==> src/rtl/pipe_pkg.sv <==
// Definitions shared by every pipeline stage register (ID/EX, EX/MEM, MEM/WB).
package pipe_pkg;

  // Occupancy state of a two-entry skid stage; the encoding equals the beat count.
  typedef enum logic [1:0] {
    EMPTY = 2'd0,
    HALF  = 2'd1,
    FULL  = 2'd2
  } stage_state_e;

  function automatic logic [1:0] occ_of(input stage_state_e s);
    return 2'(s);
  endfunction

endpackage

==> src/rtl/pipe_stage_skid.sv <==
// Pipeline stage register with a one-beat skid buffer, flush and stall.
// ready_o never depends on ready_i, so the backpressure path is cut here.
module pipe_stage_skid
  import pipe_pkg::*;
#(
  parameter int DATA_W = 96,
  parameter int CTRL_W = 16
) (
  input  logic              clk_i,
  input  logic              rst_i,
  input  logic              flush_i,
  input  logic              stall_i,
  input  logic              valid_i,
  output logic              ready_o,
  input  logic [CTRL_W-1:0] ctrl_i,
  input  logic [DATA_W-1:0] data_i,
  output logic              valid_o,
  input  logic              ready_i,
  output logic [CTRL_W-1:0] ctrl_o,
  output logic [DATA_W-1:0] data_o,
  output logic [1:0]        occ_o
);

  stage_state_e      state_q, state_d;
  logic [CTRL_W-1:0] main_ctrl_p1, skid_ctrl_p0;
  logic [DATA_W-1:0] main_data_p1, skid_data_p0;
  logic              in_fire, out_fire;
  logic              main_ld_in, main_ld_skid, skid_ld;

  assign ready_o  = (state_q != FULL) & ~stall_i;
  assign valid_o  = (state_q != EMPTY);
  assign in_fire  = valid_i & ready_o;
  assign out_fire = valid_o & ready_i & ~stall_i;
  assign occ_o    = occ_of(state_q);
  assign ctrl_o   = main_ctrl_p1;
  assign data_o   = main_data_p1;

  always_comb begin
    state_d      = state_q;
    main_ld_in   = 1'b0;
    main_ld_skid = 1'b0;
    skid_ld      = 1'b0;
    unique case (state_q)
      EMPTY: begin
        if (in_fire) begin
          state_d    = HALF;
          main_ld_in = 1'b1;
        end
      end
      HALF: begin
        if (in_fire && out_fire) begin
          main_ld_in = 1'b1;
        end else if (in_fire) begin
          state_d = FULL;
          skid_ld = 1'b1;
        end else if (out_fire) begin
          state_d = EMPTY;
        end
      end
      FULL: begin
        if (out_fire) begin
          state_d      = HALF;
          main_ld_skid = 1'b1;
        end
      end
      default: state_d = EMPTY;
    endcase
    // A flush discards both held beats and whatever is being offered.
    if (flush_i) begin
      state_d      = EMPTY;
      main_ld_in   = 1'b0;
      main_ld_skid = 1'b0;
      skid_ld      = 1'b0;
    end
  end

  always_ff @(posedge clk_i) begin
    if (rst_i) state_q <= EMPTY;
    else       state_q <= state_d;
  end

  // Stage boundary: skid (_p0) feeds main (_p1), main drives the outputs.
  always_ff @(posedge clk_i) begin
    if (rst_i) begin
      main_ctrl_p1 <= '0;
      main_data_p1 <= '0;
      skid_ctrl_p0 <= '0;
      skid_data_p0 <= '0;
    end else if (flush_i) begin
      main_ctrl_p1 <= '0;
      skid_ctrl_p0 <= '0;
    end else begin
      if (main_ld_in) begin
        main_ctrl_p1 <= ctrl_i;
        main_data_p1 <= data_i;
      end else if (main_ld_skid) begin
        main_ctrl_p1 <= skid_ctrl_p0;
        main_data_p1 <= skid_data_p0;
      end
      if (skid_ld) begin
        skid_ctrl_p0 <= ctrl_i;
        skid_data_p0 <= data_i;
      end
    end
  end

endmodule
==> config.mk <==
export PLATFORM = sky130hd
export DESIGN_NAME = pipe_stage_skid
export DESIGN_NICKNAME = d
export VERILOG_FILES = /design/src/rtl/pipe_pkg.sv /design/src/rtl/pipe_stage_skid.sv
export SDC_FILE = /design/constraint.sdc
export NUM_CORES = 1
export LEC_CHECK = 0
export ABC_AREA = 0
export CAP_MARGIN = 20
export CORE_ASPECT_RATIO = 1.25
export CORE_MARGIN = 8
export CORE_UTILIZATION = 55
export CTS_BUF_LIST = sky130_fd_sc_hd__clkbuf_16
export CTS_CLUSTER_SIZE = 40
export DETAILED_ROUTE_END_ITERATION = 8
export PLACE_DENSITY = 0.91
export SETUP_SLACK_MARGIN = 0.02
export SLEW_MARGIN = 10
export SYNTH_ARGS = -nofsm -noshare
export SYNTH_HDL_FRONTEND = slang
export SYNTH_SLANG_ARGS = --single-unit
==> constraint.sdc <==
create_clock -name clk_i -period 5.4 [get_ports clk_i]
set_clock_uncertainty 0.05 [all_clocks]
set_input_delay 1.08 -clock clk_i [delete_from_list [all_inputs] [get_ports clk_i]]
set_output_delay 1.08 -clock clk_i [all_outputs]
set_load 0.01 [all_outputs]
* Yosys cells after proc, flatten, opt, wreduce, memory -nomap -nowiden
Cells that the tools add are included.
Cells by class: equality and inequality tests 7, muxes and demuxes 20, bitwise logic cells 6, reduce and logical (&&, ||, !) cells 8
Operators by type and width (number):
- two-way mux 96 bit | 2
- two-way mux 16 bit | 2
- two-way mux 2 bit | 5
- two-way mux 1 bit | 9
- inequality test 2 bit (second input constant) | 4
- one-hot mux 2 bit (3 select lines) | 1
- bitwise AND 1 bit | 4
- AND reduction 2 bit | 2
- AND reduction 4 bit | 1
- nonzero test 2 bit | 2
- inequality test 3 bit (second input constant) | 1
- equality test 2 x 1 -> 1 bit (second input constant) | 1
- equality test 2 bit (second input constant) | 1
- zero test 2 bit | 1
- NOT 1 bit | 2
- one-hot mux 1 bit (2 select lines) | 1
- OR reduction 2 bit | 1
- logical AND 1 bit | 1
Storage, ports and cells: register bits 226, bits of input ports 118, output and inout bits 116, word-level logic and storage cells 46

* Depth between registers and ports, before layout
depth after elaboration 9, depth in mapped cells 7, mapped depth without buffers 3

* Least setup slack after synthesis
No wires, ideal clock.
path type input port to output port, from input port stall_i, to output port ready_o, arrival 1.420 ns, required time 4.270 ns, setup slack 2.850 ns, cell stages on the path 2, cells stage by stage buf_2 > nor2_1
On the way: longest elaborated chain between the ends 2
RTL lines:
- start, declared | line pipe_stage_skid.sv:12 | input logic stall_i,
- NOT 1 bit | line pipe_stage_skid.sv:30 | assign ready_o = (state_q != FULL) & ~stall_i;
- bitwise AND 1 bit | line pipe_stage_skid.sv:30
- end, declared | line pipe_stage_skid.sv:14 | output logic ready_o,
Every way passes these cells.

* Final worst setup path
Same ends and word-level chain as after synthesis.

==> metrics.cfg <==
[synthesis]
synthTopCellsByArea=dfxtp_1 43%, o21ai_0 9.9%, a311oi_1 9.2%
yosys_warnings=0
synth_seq_area_share_pct=42.90
synth_common_cells=226 x dfxtp_1, 209 x o21ai_0, 113 x a21oi_1, 112 x nand3_1, 112 x nand3b_1
netlist_area_um2=10550
synth_seq_cells=226
synthFlopType=dfxtp_1
ys_types=31
synth_top_area_share_pct=42.90
synth_fp_nets=1312
synth_edf_count=0
synthCells=1194
async_reset_ff_share_pct=0
synth_area_leader_cell=dfxtp_1
avgSynthCellArea_um2=8.833
yosysMostFrequentCell=dfxtp_1

[hold_path]
hold_class=register to register
worstHoldStart=skid_data_p0[31]

[cells_and_area]
final_cells=1560
drive_gt1_share_pct=10.88
syn_to_final_growth_pct=26.09
fin_nets=1425
final_cell_area_um2=13300
fillers=1403

[setup_path]
cp_data_arrival_time_ns=2.45
crit_path_start_kind=input pin
worst_ep_required_time_ns=4.27
r2r-start=occ_o[1]
cp-end-kind=primary output
startpoint=stall_i
cp_max_fo=10
crit_type=input pin to primary output

[detailed_routing]
wl_mm=33.30
wl_per_cell_um=21.35
antenna_left=0
wl_met1_mm=13.19
drt-initial-drc-count=1229
drc_errors=0
met2WireLength_mm=15.98
dr_total_vias=10390
dr.max_layer_used=met4
via_per_inst=6.658
dr_wl_met3_mm=2.640
first_pass_iters=6

[die]
die_y_um=170.8
row_count=56
die-area_um2=23890
core_area_um2=18780
ios=234
initial_core_util_pct=56.16
die_w_um=139.9

[timing]
fin_tns_setup_ns=0
setup_viol=0
worstMarginPinSlew_ns=1.143
fmax_mhz=279.6
final-hold-violation-count=0
min_period_over_period_pct=66.23
rsz0062_at_grt=no
slew-limit-headroom_pct=23.78
slew_violations=0
fin_crit_ns=3.576

[placement]
placed_area_um2=12620
gp_congestion=0.7843
hpwl_mm=19.09
dp.cells=1514
portBuffers=233

[cts]
cts_buffer_depth=3
cts_num_sinks=226
clk-insertion-delay-late_ns=0.50
htree_levels=1
postCtsHoldBufs=0
ctsResizeCount=0
clock-root-buffer=clkbuf_16
cts_tree=yes
cts_setup_buffers=0
cts_made_buffers=22
clk_pin_slew_ns=0.06

[global_routing]
antenna_found_initial=4
grt_overflow_total=0
grt_pass1_wl_mm=52.29
grt_usage_pct=26.12
grt_max_degree=118
grt_pass1_vias=10050

[power]
p_leak_nw=4.048
power.total_mw=3.561
power_density_nw_per_um2=267.8
vdd_drop_max_mv=0.2598

[status]
status=complete, no violations

[job]
drv_cap=0

==> where the power goes <==
part | leakage, nW | switching, mW | total, mW | internal, mW
registers | 1.83 | 0.0256 | 1.73 | 1.71
clock network | 0.335 | 0.639 | 1.40 | 0.765
logic | 1.88 | 0.220 | 0.422 | 0.203
==> worst max-delay path: stages <==
cell and delay (ns):
clkdlybuf4s50_1 0.61, nor2_1 0.19, clkdlybuf4s50_1 0.56
==> placed cells by master, fill, tap and decap left out <==
master           instances
a21oi_1                113
a22oi_1                  1
a311oi_1               111
a31oi_1                  1
and4bb_4                 1
buf_12                   5
buf_4                   13
buf_6                    1
clkbuf_16               23
clkdlybuf4s50_1        231
clkinv_1                 9
clkinvlp_4               1
dfxtp_1                226
diode_2                  5
inv_1                    7
mux2i_1                  1
nand2_4                  1
nand2b_1                 1
nand2b_4                 1
nand3_1                112
nand3b_1               112
nand4bb_4                1
nor2_1                   3
nor2b_1                  2
nor2b_4                  1
nor3_1                  21
nor3_2                  90
nor3b_2                  1
nor4b_4                  1
o21ai_0                209
o21ai_1                 16
o31ai_2                  1
or2_2                    2
or3_1                    1
or3b_1                   1
or4b_4                   1
xnor2_1                  1
==> per-layer routing <==
layer	vias to the layer above	track usage [%]
li1	4726	-
met5	-	0
met2	556	42.30
met3	98	4.462
met1	5006	32.48
met4	0	15.04
==> final timing paths <==
check	cells after the start	to	slack (ns)
setup / recovery	3	ready_o	1.82
hold / removal	2	skid_data_p0[31]	0.42
setup reg to reg	4	data_o[36]	2.67
hold reg to reg	2	skid_data_p0[31]	0.42
==> cell type report <==
class	instances	area [um^2]	area share [%]
Timing Repair Buffer	250	2521	18.96
Tap cell	232	290.3	2.183
Clock buffer	23	575.6	4.328
Antenna cell	5	12.51	0.09409
Clock inverter	17	67.56	0.5081
Multi-Input combinational cell	807	5306	39.90
Sequential cell	226	4524	34.02
==> flip-flops by register name, indices dropped and copies added (netlist names) <==
signal        count
data_o           96
skid_data_p0     96
ctrl_o           16
occ_o             2
skid_ctrl_p0     16
==> through the flow <==
step | utilization, % | setup WS (ns) | hold WS, ns
after floorplan | - | 2.850 | 0.4039
after global placement | 67.22 | 1.624 | 0.4095
after detailed placement | 67.22 | 1.603 | 0.4163
after CTS | 70.64 | 1.839 | 0.4248
after global routing | 70.80 | 1.764 | 0.4499
final | 70.82 | 1.824 | 0.4242
==> kinds of logic after synthesis <==
group | count (synthesis) | share of synthesized area [%]
compound gates | 452 | 25.51
simple gates | 353 | 24.19
flops | 226 | 42.90
buf+inv | 161 | 7.225
xor+xnor | 1 | 0.08306
mux | 1 | 0.09491
Power figures use the tool's default switching activity.
